--- config.mk ---
export PLATFORM = sky130hd
export DESIGN_NAME = mem_req_arbiter_flat
export DESIGN_NICKNAME = d
export VERILOG_FILES = /design/src/rtl/mem_req_arbiter_if.sv /design/src/rtl/mem_req_arbiter.sv /design/src/flat_wrapper.sv
export SDC_FILE = /design/constraint.sdc
export NUM_CORES = 1
export LEC_CHECK = 0
export BUFFER_PORTS_ARGS = -buffer_cell sky130_fd_sc_hd__buf_4
export CAP_MARGIN = 25
export CORE_AREA = 2 2 306 308
export DETAILED_ROUTE_END_ITERATION = 8
export DIE_AREA = 0 0 308 310
export PLACE_DENSITY_LB_ADDON = 0.08
export SLEW_MARGIN = 20
export SYNTH_ARGS = -nofsm -noshare
export SYNTH_HDL_FRONTEND = slang
export SYNTH_SLANG_ARGS = --single-unit
export TNS_END_PERCENT = 30
--- constraint.sdc ---
create_clock -name clk -period 2.65 [get_ports clk]
set_input_delay 0.795 -clock clk [delete_from_list [all_inputs] [get_ports clk]]
set_output_delay 0.795 -clock clk [all_outputs]
set_load 0.02 [all_outputs]
--- src/rtl/mem_req_arbiter_if.sv ---
// Bus bundle between two cache requesters, the memory arbiter and main memory.
// The arbiter takes the slave view; requesters/memory (or a bench) take the master view.
interface mem_req_arbiter_if #(
    parameter int ADDR_W = 32,
    parameter int LINE_W = 256
);
    logic              req_valid_0, req_valid_1;
    logic              req_ready_0, req_ready_1;
    logic              req_wr_0, req_wr_1;
    logic [ADDR_W-1:0] req_addr_0, req_addr_1;
    logic [31:0]       req_wdata_0, req_wdata_1;
    logic              rsp_valid_0, rsp_valid_1;
    logic [LINE_W-1:0] rsp_line;
    logic [31:0]       rsp_word;
    logic              rsp_err;
    logic              mem_valid, mem_wr_en;
    logic [ADDR_W-1:0] mem_addr;
    logic [31:0]       mem_wdata;
    logic              mem_ready;
    logic [LINE_W-1:0] mem_line;
    logic [31:0]       mem_word;

    modport slave (
        input  req_valid_0, req_valid_1, req_wr_0, req_wr_1,
        input  req_addr_0, req_addr_1, req_wdata_0, req_wdata_1,
        output req_ready_0, req_ready_1,
        output rsp_valid_0, rsp_valid_1, rsp_line, rsp_word, rsp_err,
        output mem_valid, mem_wr_en, mem_addr, mem_wdata,
        input  mem_ready, mem_line, mem_word
    );

    modport master (
        output req_valid_0, req_valid_1, req_wr_0, req_wr_1,
        output req_addr_0, req_addr_1, req_wdata_0, req_wdata_1,
        input  req_ready_0, req_ready_1,
        input  rsp_valid_0, rsp_valid_1, rsp_line, rsp_word, rsp_err,
        input  mem_valid, mem_wr_en, mem_addr, mem_wdata,
        output mem_ready, mem_line, mem_word
    );
endinterface

--- src/rtl/mem_req_arbiter.sv ---
// Two-port round-robin arbiter/sequencer for the single-ported main memory:
// one operation in flight, read watchdog that terminates with an error.
module mem_req_arbiter #(
    parameter int ADDR_W  = 32,
    parameter int LINE_W  = 256,
    parameter int TIMEOUT = 15
) (
    input  logic             clk,
    input  logic             rst_n,
    mem_req_arbiter_if.slave bus
);
    typedef enum logic [1:0] {IDLE, ISSUE, WAIT, RESP} state_t;

    state_t            state_q, state_d;
    logic              last_q, last_d;
    logic              owner_q, owner_d;
    logic              wr_q, wr_d;
    logic [ADDR_W-1:0] addr_q, addr_d;
    logic [31:0]       wdata_q, wdata_d;
    logic [7:0]        cnt_q, cnt_d;
    logic [LINE_W-1:0] line_q, line_d;
    logic [31:0]       word_q, word_d;
    logic              err_q, err_d;
    logic              gnt;
    logic              accept;

    always_comb begin
        state_d = state_q;
        last_d  = last_q;
        owner_d = owner_q;
        wr_d    = wr_q;
        addr_d  = addr_q;
        wdata_d = wdata_q;
        cnt_d   = cnt_q;
        line_d  = line_q;
        word_d  = word_q;
        err_d   = err_q;

        // On a tie the port that did not win last time goes; otherwise the lone requester.
        gnt    = (bus.req_valid_0 & bus.req_valid_1) ? ~last_q : ~bus.req_valid_0;
        accept = (state_q == IDLE) & (bus.req_valid_0 | bus.req_valid_1);

        case (state_q)
            IDLE: begin
                if (accept) begin
                    owner_d = gnt;
                    last_d  = gnt;
                    wr_d    = gnt ? bus.req_wr_1    : bus.req_wr_0;
                    addr_d  = gnt ? bus.req_addr_1  : bus.req_addr_0;
                    wdata_d = gnt ? bus.req_wdata_1 : bus.req_wdata_0;
                    state_d = ISSUE;
                end
            end
            ISSUE: begin
                cnt_d = '0;
                if (wr_q) begin
                    err_d   = 1'b0;
                    state_d = RESP;
                end else begin
                    state_d = WAIT;
                end
            end
            WAIT: begin
                if (bus.mem_ready) begin
                    line_d  = bus.mem_line;
                    word_d  = bus.mem_word;
                    err_d   = 1'b0;
                    state_d = RESP;
                end else if (cnt_q == 8'(TIMEOUT - 1)) begin
                    line_d  = '0;
                    word_d  = '0;
                    err_d   = 1'b1;
                    state_d = RESP;
                end else begin
                    cnt_d = cnt_q + 8'd1;
                end
            end
            RESP:    state_d = IDLE;
            default: state_d = IDLE;
        endcase
    end

    always_ff @(posedge clk or negedge rst_n) begin
        if (!rst_n) begin
            state_q <= IDLE;
            last_q  <= 1'b1;
            owner_q <= 1'b0;
            wr_q    <= 1'b0;
            addr_q  <= '0;
            wdata_q <= '0;
            cnt_q   <= '0;
            line_q  <= '0;
            word_q  <= '0;
            err_q   <= 1'b0;
        end else begin
            state_q <= state_d;
            last_q  <= last_d;
            owner_q <= owner_d;
            wr_q    <= wr_d;
            addr_q  <= addr_d;
            wdata_q <= wdata_d;
            cnt_q   <= cnt_d;
            line_q  <= line_d;
            word_q  <= word_d;
            err_q   <= err_d;
        end
    end

    // Ready is gated by rst_n so nothing is offered while reset is held.
    assign bus.req_ready_0 = rst_n & accept & ~gnt;
    assign bus.req_ready_1 = rst_n & accept & gnt;
    assign bus.mem_valid   = (state_q == ISSUE) & ~wr_q;
    assign bus.mem_wr_en   = (state_q == ISSUE) & wr_q;
    assign bus.mem_addr    = addr_q;
    assign bus.mem_wdata   = wdata_q;
    assign bus.rsp_valid_0 = (state_q == RESP) & ~owner_q;
    assign bus.rsp_valid_1 = (state_q == RESP) & owner_q;
    assign bus.rsp_line    = line_q;
    assign bus.rsp_word    = word_q;
    assign bus.rsp_err     = err_q;
endmodule

--- src/flat_wrapper.sv ---
// flat-port wrapper written by rule: the top's interface ports become plain ports
module mem_req_arbiter_flat 
#(
    parameter int ADDR_W  = 32,
    parameter int LINE_W  = 256,
    parameter int TIMEOUT = 15
)
  (clk, rst_n, bus_req_valid_0, bus_req_valid_1, bus_req_wr_0, bus_req_wr_1, bus_req_addr_0, bus_req_addr_1, bus_req_wdata_0, bus_req_wdata_1, bus_req_ready_0, bus_req_ready_1, bus_rsp_valid_0, bus_rsp_valid_1, bus_rsp_line, bus_rsp_word, bus_rsp_err, bus_mem_valid, bus_mem_wr_en, bus_mem_addr, bus_mem_wdata, bus_mem_ready, bus_mem_line, bus_mem_word);
  mem_req_arbiter_if #(.ADDR_W(ADDR_W), .LINE_W(LINE_W)) bus_i ();
  input  logic clk;
  input  logic rst_n;
  input wire logic [$bits(bus_i.req_valid_0)-1:0] bus_req_valid_0;
  input wire logic [$bits(bus_i.req_valid_1)-1:0] bus_req_valid_1;
  input wire logic [$bits(bus_i.req_wr_0)-1:0] bus_req_wr_0;
  input wire logic [$bits(bus_i.req_wr_1)-1:0] bus_req_wr_1;
  input wire logic [$bits(bus_i.req_addr_0)-1:0] bus_req_addr_0;
  input wire logic [$bits(bus_i.req_addr_1)-1:0] bus_req_addr_1;
  input wire logic [$bits(bus_i.req_wdata_0)-1:0] bus_req_wdata_0;
  input wire logic [$bits(bus_i.req_wdata_1)-1:0] bus_req_wdata_1;
  output wire logic [$bits(bus_i.req_ready_0)-1:0] bus_req_ready_0;
  output wire logic [$bits(bus_i.req_ready_1)-1:0] bus_req_ready_1;
  output wire logic [$bits(bus_i.rsp_valid_0)-1:0] bus_rsp_valid_0;
  output wire logic [$bits(bus_i.rsp_valid_1)-1:0] bus_rsp_valid_1;
  output wire logic [$bits(bus_i.rsp_line)-1:0] bus_rsp_line;
  output wire logic [$bits(bus_i.rsp_word)-1:0] bus_rsp_word;
  output wire logic [$bits(bus_i.rsp_err)-1:0] bus_rsp_err;
  output wire logic [$bits(bus_i.mem_valid)-1:0] bus_mem_valid;
  output wire logic [$bits(bus_i.mem_wr_en)-1:0] bus_mem_wr_en;
  output wire logic [$bits(bus_i.mem_addr)-1:0] bus_mem_addr;
  output wire logic [$bits(bus_i.mem_wdata)-1:0] bus_mem_wdata;
  input wire logic [$bits(bus_i.mem_ready)-1:0] bus_mem_ready;
  input wire logic [$bits(bus_i.mem_line)-1:0] bus_mem_line;
  input wire logic [$bits(bus_i.mem_word)-1:0] bus_mem_word;
  assign bus_i.req_valid_0 = bus_req_valid_0;
  assign bus_i.req_valid_1 = bus_req_valid_1;
  assign bus_i.req_wr_0 = bus_req_wr_0;
  assign bus_i.req_wr_1 = bus_req_wr_1;
  assign bus_i.req_addr_0 = bus_req_addr_0;
  assign bus_i.req_addr_1 = bus_req_addr_1;
  assign bus_i.req_wdata_0 = bus_req_wdata_0;
  assign bus_i.req_wdata_1 = bus_req_wdata_1;
  assign bus_req_ready_0 = bus_i.req_ready_0;
  assign bus_req_ready_1 = bus_i.req_ready_1;
  assign bus_rsp_valid_0 = bus_i.rsp_valid_0;
  assign bus_rsp_valid_1 = bus_i.rsp_valid_1;
  assign bus_rsp_line = bus_i.rsp_line;
  assign bus_rsp_word = bus_i.rsp_word;
  assign bus_rsp_err = bus_i.rsp_err;
  assign bus_mem_valid = bus_i.mem_valid;
  assign bus_mem_wr_en = bus_i.mem_wr_en;
  assign bus_mem_addr = bus_i.mem_addr;
  assign bus_mem_wdata = bus_i.mem_wdata;
  assign bus_i.mem_ready = bus_mem_ready;
  assign bus_i.mem_line = bus_mem_line;
  assign bus_i.mem_word = bus_mem_word;
  mem_req_arbiter #(.ADDR_W(ADDR_W), .LINE_W(LINE_W), .TIMEOUT(TIMEOUT)) u_core (.clk(clk), .rst_n(rst_n), .bus(bus_i));
endmodule
==> flow_metrics.env <==
export IMPL_outcome="complete, no violations"
export IMPL_post_synth_num_cell_types=40
export IMPL_grt_pass1_vias=12600
export IMPL_drt_wl_total_um=62800
export IMPL_fin_crit_ns=2.54
export IMPL_layout_commonest_cell="buf_4"
export IMPL_die_area_mm2=0.0955
export IMPL_synth_mux_area_share_pct=4.81
export IMPL_rows=112
export IMPL_synth_seq_cells=366
export IMPL_drtIter0Drc=540
export IMPL_wl_per_cell_um=20.7
export IMPL_setup_tns_ns=0
export IMPL_synth_edf_count=0
export IMPL_grt_pass1_wl_um=88300
export IMPL_r2r_cells=7
export IMPL_synth_area_mm2=0.0139
export IMPL_synth_simple_gate_area_share_pct=3.62
export IMPL_ys_warn_count=0
export IMPL_cap_violations=0
export IMPL_core_area_mm2=0.0925
export IMPL_ys_flop_type="dfrtp_1"
export IMPL_initial_core_util_pct=15.1
export IMPL_cts_root_buf="clkbuf_16"
export IMPL_io_pins=782
export IMPL_max_vdd_ir_drop_mv=0.474
export IMPL_rrSetupSlack_ns=0.59
export IMPL_r2r_start="u_core.state_q[1]"
export IMPL_cts_buffers=49
export IMPL_swShare_pct=38.8
export IMPL_cp_end_kind="primary output"
export IMPL_p_leak_uw=0.0118
export IMPL_rsz0062_at_grt="false"
export IMPL_cp_slowest_stage_delay_ns=0.42
export IMPL_power_switching_uw=11700
export IMPL_hpwl_um=46100
export IMPL_io_buffer_count=781
export IMPL_dr_pass1_iters=4
export IMPL_fp_dieH_um=310
export IMPL_timing_final_crit_share_pct=95.9
export IMPL_cts_tree="done"
export IMPL_die_w_um=308
export IMPL_layout_common_cells="buf_4, dfrtp_1, a22o_1"
export IMPL_ys_seq_area_share_pct=65.7
export IMPL_required_ns=1.86
export IMPL_clk_path_buf_depth=3
export IMPL_via_per_inst=3.87
export IMPL_worst_pin_slew_ns=0.733
export IMPL_critPathLaunchType="register"
export IMPL_syn_nets=1444
export IMPL_clkLatencyLatePin_ns=0.62
export IMPL_cts_clk_slew_worst_paths_ns=0.06
export IMPL_area_growth_pct=65.6
export IMPL_cp_data_arrival_time_ns=1.75
export IMPL_route_detailed_drc=0
export IMPL_ant_nets=0
export IMPL_finalSetupViolCount=0
export IMPL_gp_congestion=0.731
export IMPL_syn_avg_cell_area_um2=13.7
export IMPL_synth_compound_area_share_pct=21.4
export IMPL_reg2reg_to="u_core.bus.rsp_line[234]"
export IMPL_crit_slowest_cell="dfrtp_2"
export IMPL_clockPowerShare_pct=22.6
export IMPL_hold_violations=0
export IMPL_cp_max_fo=4
export IMPL_min_path_type="input pin to asynchronous set/reset pin"
export IMPL_drive_above_1_share_pct=49.5
export IMPL_synth_top_family_by_area="compound AO/OA/AOI/OAI gates"
export IMPL_max_freq_mhz=393
export IMPL_antenna_found_initial=4
export IMPL_combPwrFrac_pct=45.2
export IMPL_startpoint="u_core.state_q[0]"
export IMPL_p_per_area_mw_per_mm2=1310
export IMPL_async_reset_ff_share_pct=100
export IMPL_synthAdderAreaFrac_pct=0.539
export IMPL_final_util_pct=24.9
export IMPL_syn_inst=1015
export IMPL_cts_sinks=366
export IMPL_slew_violations=0
export IMPL_fin_nets=2233
export IMPL_detailroute_via_count=11800
export IMPL_critical_path_class="register to primary output"
export IMPL_slew_headroom_pct=51.0
export IMPL_cts_htree_levels=2
export IMPL_crit_chain="inv_2 > ha_4 > nor2b_4 > nand2_1 > nor2_1 > buf_4"
export IMPL_power_internal_uw=18400
export IMPL_grt_max_degree=117
export IMPL_pwr_share_seq_pct=32.2
export IMPL_grt_ovfl_total=0
export IMPL_whs_ns=0.239
export IMPL_fin_skew_ns=0.0400
export IMPL_synth_xor_area_share_pct=0
export IMPL_grtUsageTotal_pct=12.5
[state kept, by name, indices dropped and copies added, names as in the netlist]
signal	flops
u_core.bus.rsp_line	256
u_core.bus.mem_addr	32
u_core.bus.mem_wdata	32
u_core.bus.rsp_word	32
u_core.cnt_q	8
u_core.state_q	2
u_core.bus.rsp_err	1
u_core.last_q	1
u_core.owner_q	1
u_core.wr_q	1
[synth_stat cells (3+ instances only)]
| library cell | count | area share (%) |
|---|---|---|
| nor2_1 | 9 | 0.24 |
| buf_2 | 18 | 0.65 |
| nand3_1 | 6 | 0.22 |
| ha_1 | 6 | 0.54 |
| buf_6 | 13 | 1.1 |
| and2_1 | 3 | 0.13 |
| nand2_1 | 72 | 1.9 |
| dfrtp_1 | 365 | 66 |
| buf_1 | 4 | 0.11 |
| and3_1 | 4 | 0.18 |
| mux2i_1 | 67 | 4.8 |
| buf_4 | 16 | 0.86 |
| clkbuf_1 | 36 | 0.97 |
| a22o_1 | 288 | 18 |
| inv_1 | 5 | 0.13 |
| o21ai_0 | 69 | 2.5 |
| a211o_1 | 3 | 0.19 |
| or4_1 | 3 | 0.16 |
[worst max-delay path: cells and delay by family (launching register included)]
family	cells	cell delay [ns]
and+or+nand+nor	3	0.37
adders and majority gates	1	0.14
buffers and inverters	2	0.25
DFF	1	0.42
[kinds of logic after synthesis]
| logic type | count (synthesis) |
|---|---|
| AOI/OAI and AO/OA | 371 |
| adders and majority gates | 6 |
| buffers and inverters | 94 |
| DFF | 366 |
| muxes | 67 |
| and+or+nand+nor | 111 |
[power by group through the flow]
stage	logic, uW	clock network (uW)	registers [uW]
after global routing	14600	7330	10000
after CTS	13900	7100	9730
after global placement	13800	0	9780
after detailed placement	13800	0	9720
final	13600	6790	9710
after floorplan	3940	0	12700
[how the worst max path moves through the flow]
stage          depth (start not counted)               to
2_1_floorplan                          5  bus_req_ready_1
3_3_place_gp                           6  bus_req_ready_0
3_5_place_dp                           6  bus_req_ready_0
4_1_cts                                6  bus_req_ready_0
5_1_grt                                6  bus_req_ready_0
6_report                               6  bus_req_ready_0
[cell type report]
class                   instances  area [um^2]
clock buffers                  71         1400
flip-flops and latches        366         9160
repair buffers                826         6480
inverters                       6         22.5
well taps                    1197         1500
clock inverters                18          223
diodes                          2         5.00
multi-input cells             555         4290
fillers                      9839        69400
[metrics by stage]
stage / instances / cell area [um^2] / setup WS, ns / total power (uW)
after detailed placement: 2944 / 21400 / 0.299 / 23600
after CTS: 3035 / 23000 / 0.0189 / 30700
final: 3041 / 23100 / 0.108 / 30100
after global placement: 2944 / 21400 / 0.294 / 23600
after global routing: 3040 / 23100 / 0.00259 / 32000
after floorplan: 1015 / 13900 / 0.130 / 16600
[repair_timing]
item | CTS | global route
gates resized for setup | 6 | 1
hold buffers | 2 | 0
endpoints found under the hold margin | 13 | 0
setup buffers | 0 | 4
gates cloned | 0 | 0
setup endpoints to repair | 2 | 2
[routing by layer]
metal	GRT usage, %	vias to the layer above	routed length (um)
met2	21.6	518	31500
met4	3.55	4	1400
met5	0	-	30
met1	13.5	5758	23000
met3	5.93	79	6900
li1	-	5401	-
No activity file was read; power rests on OpenSTA's default activity.
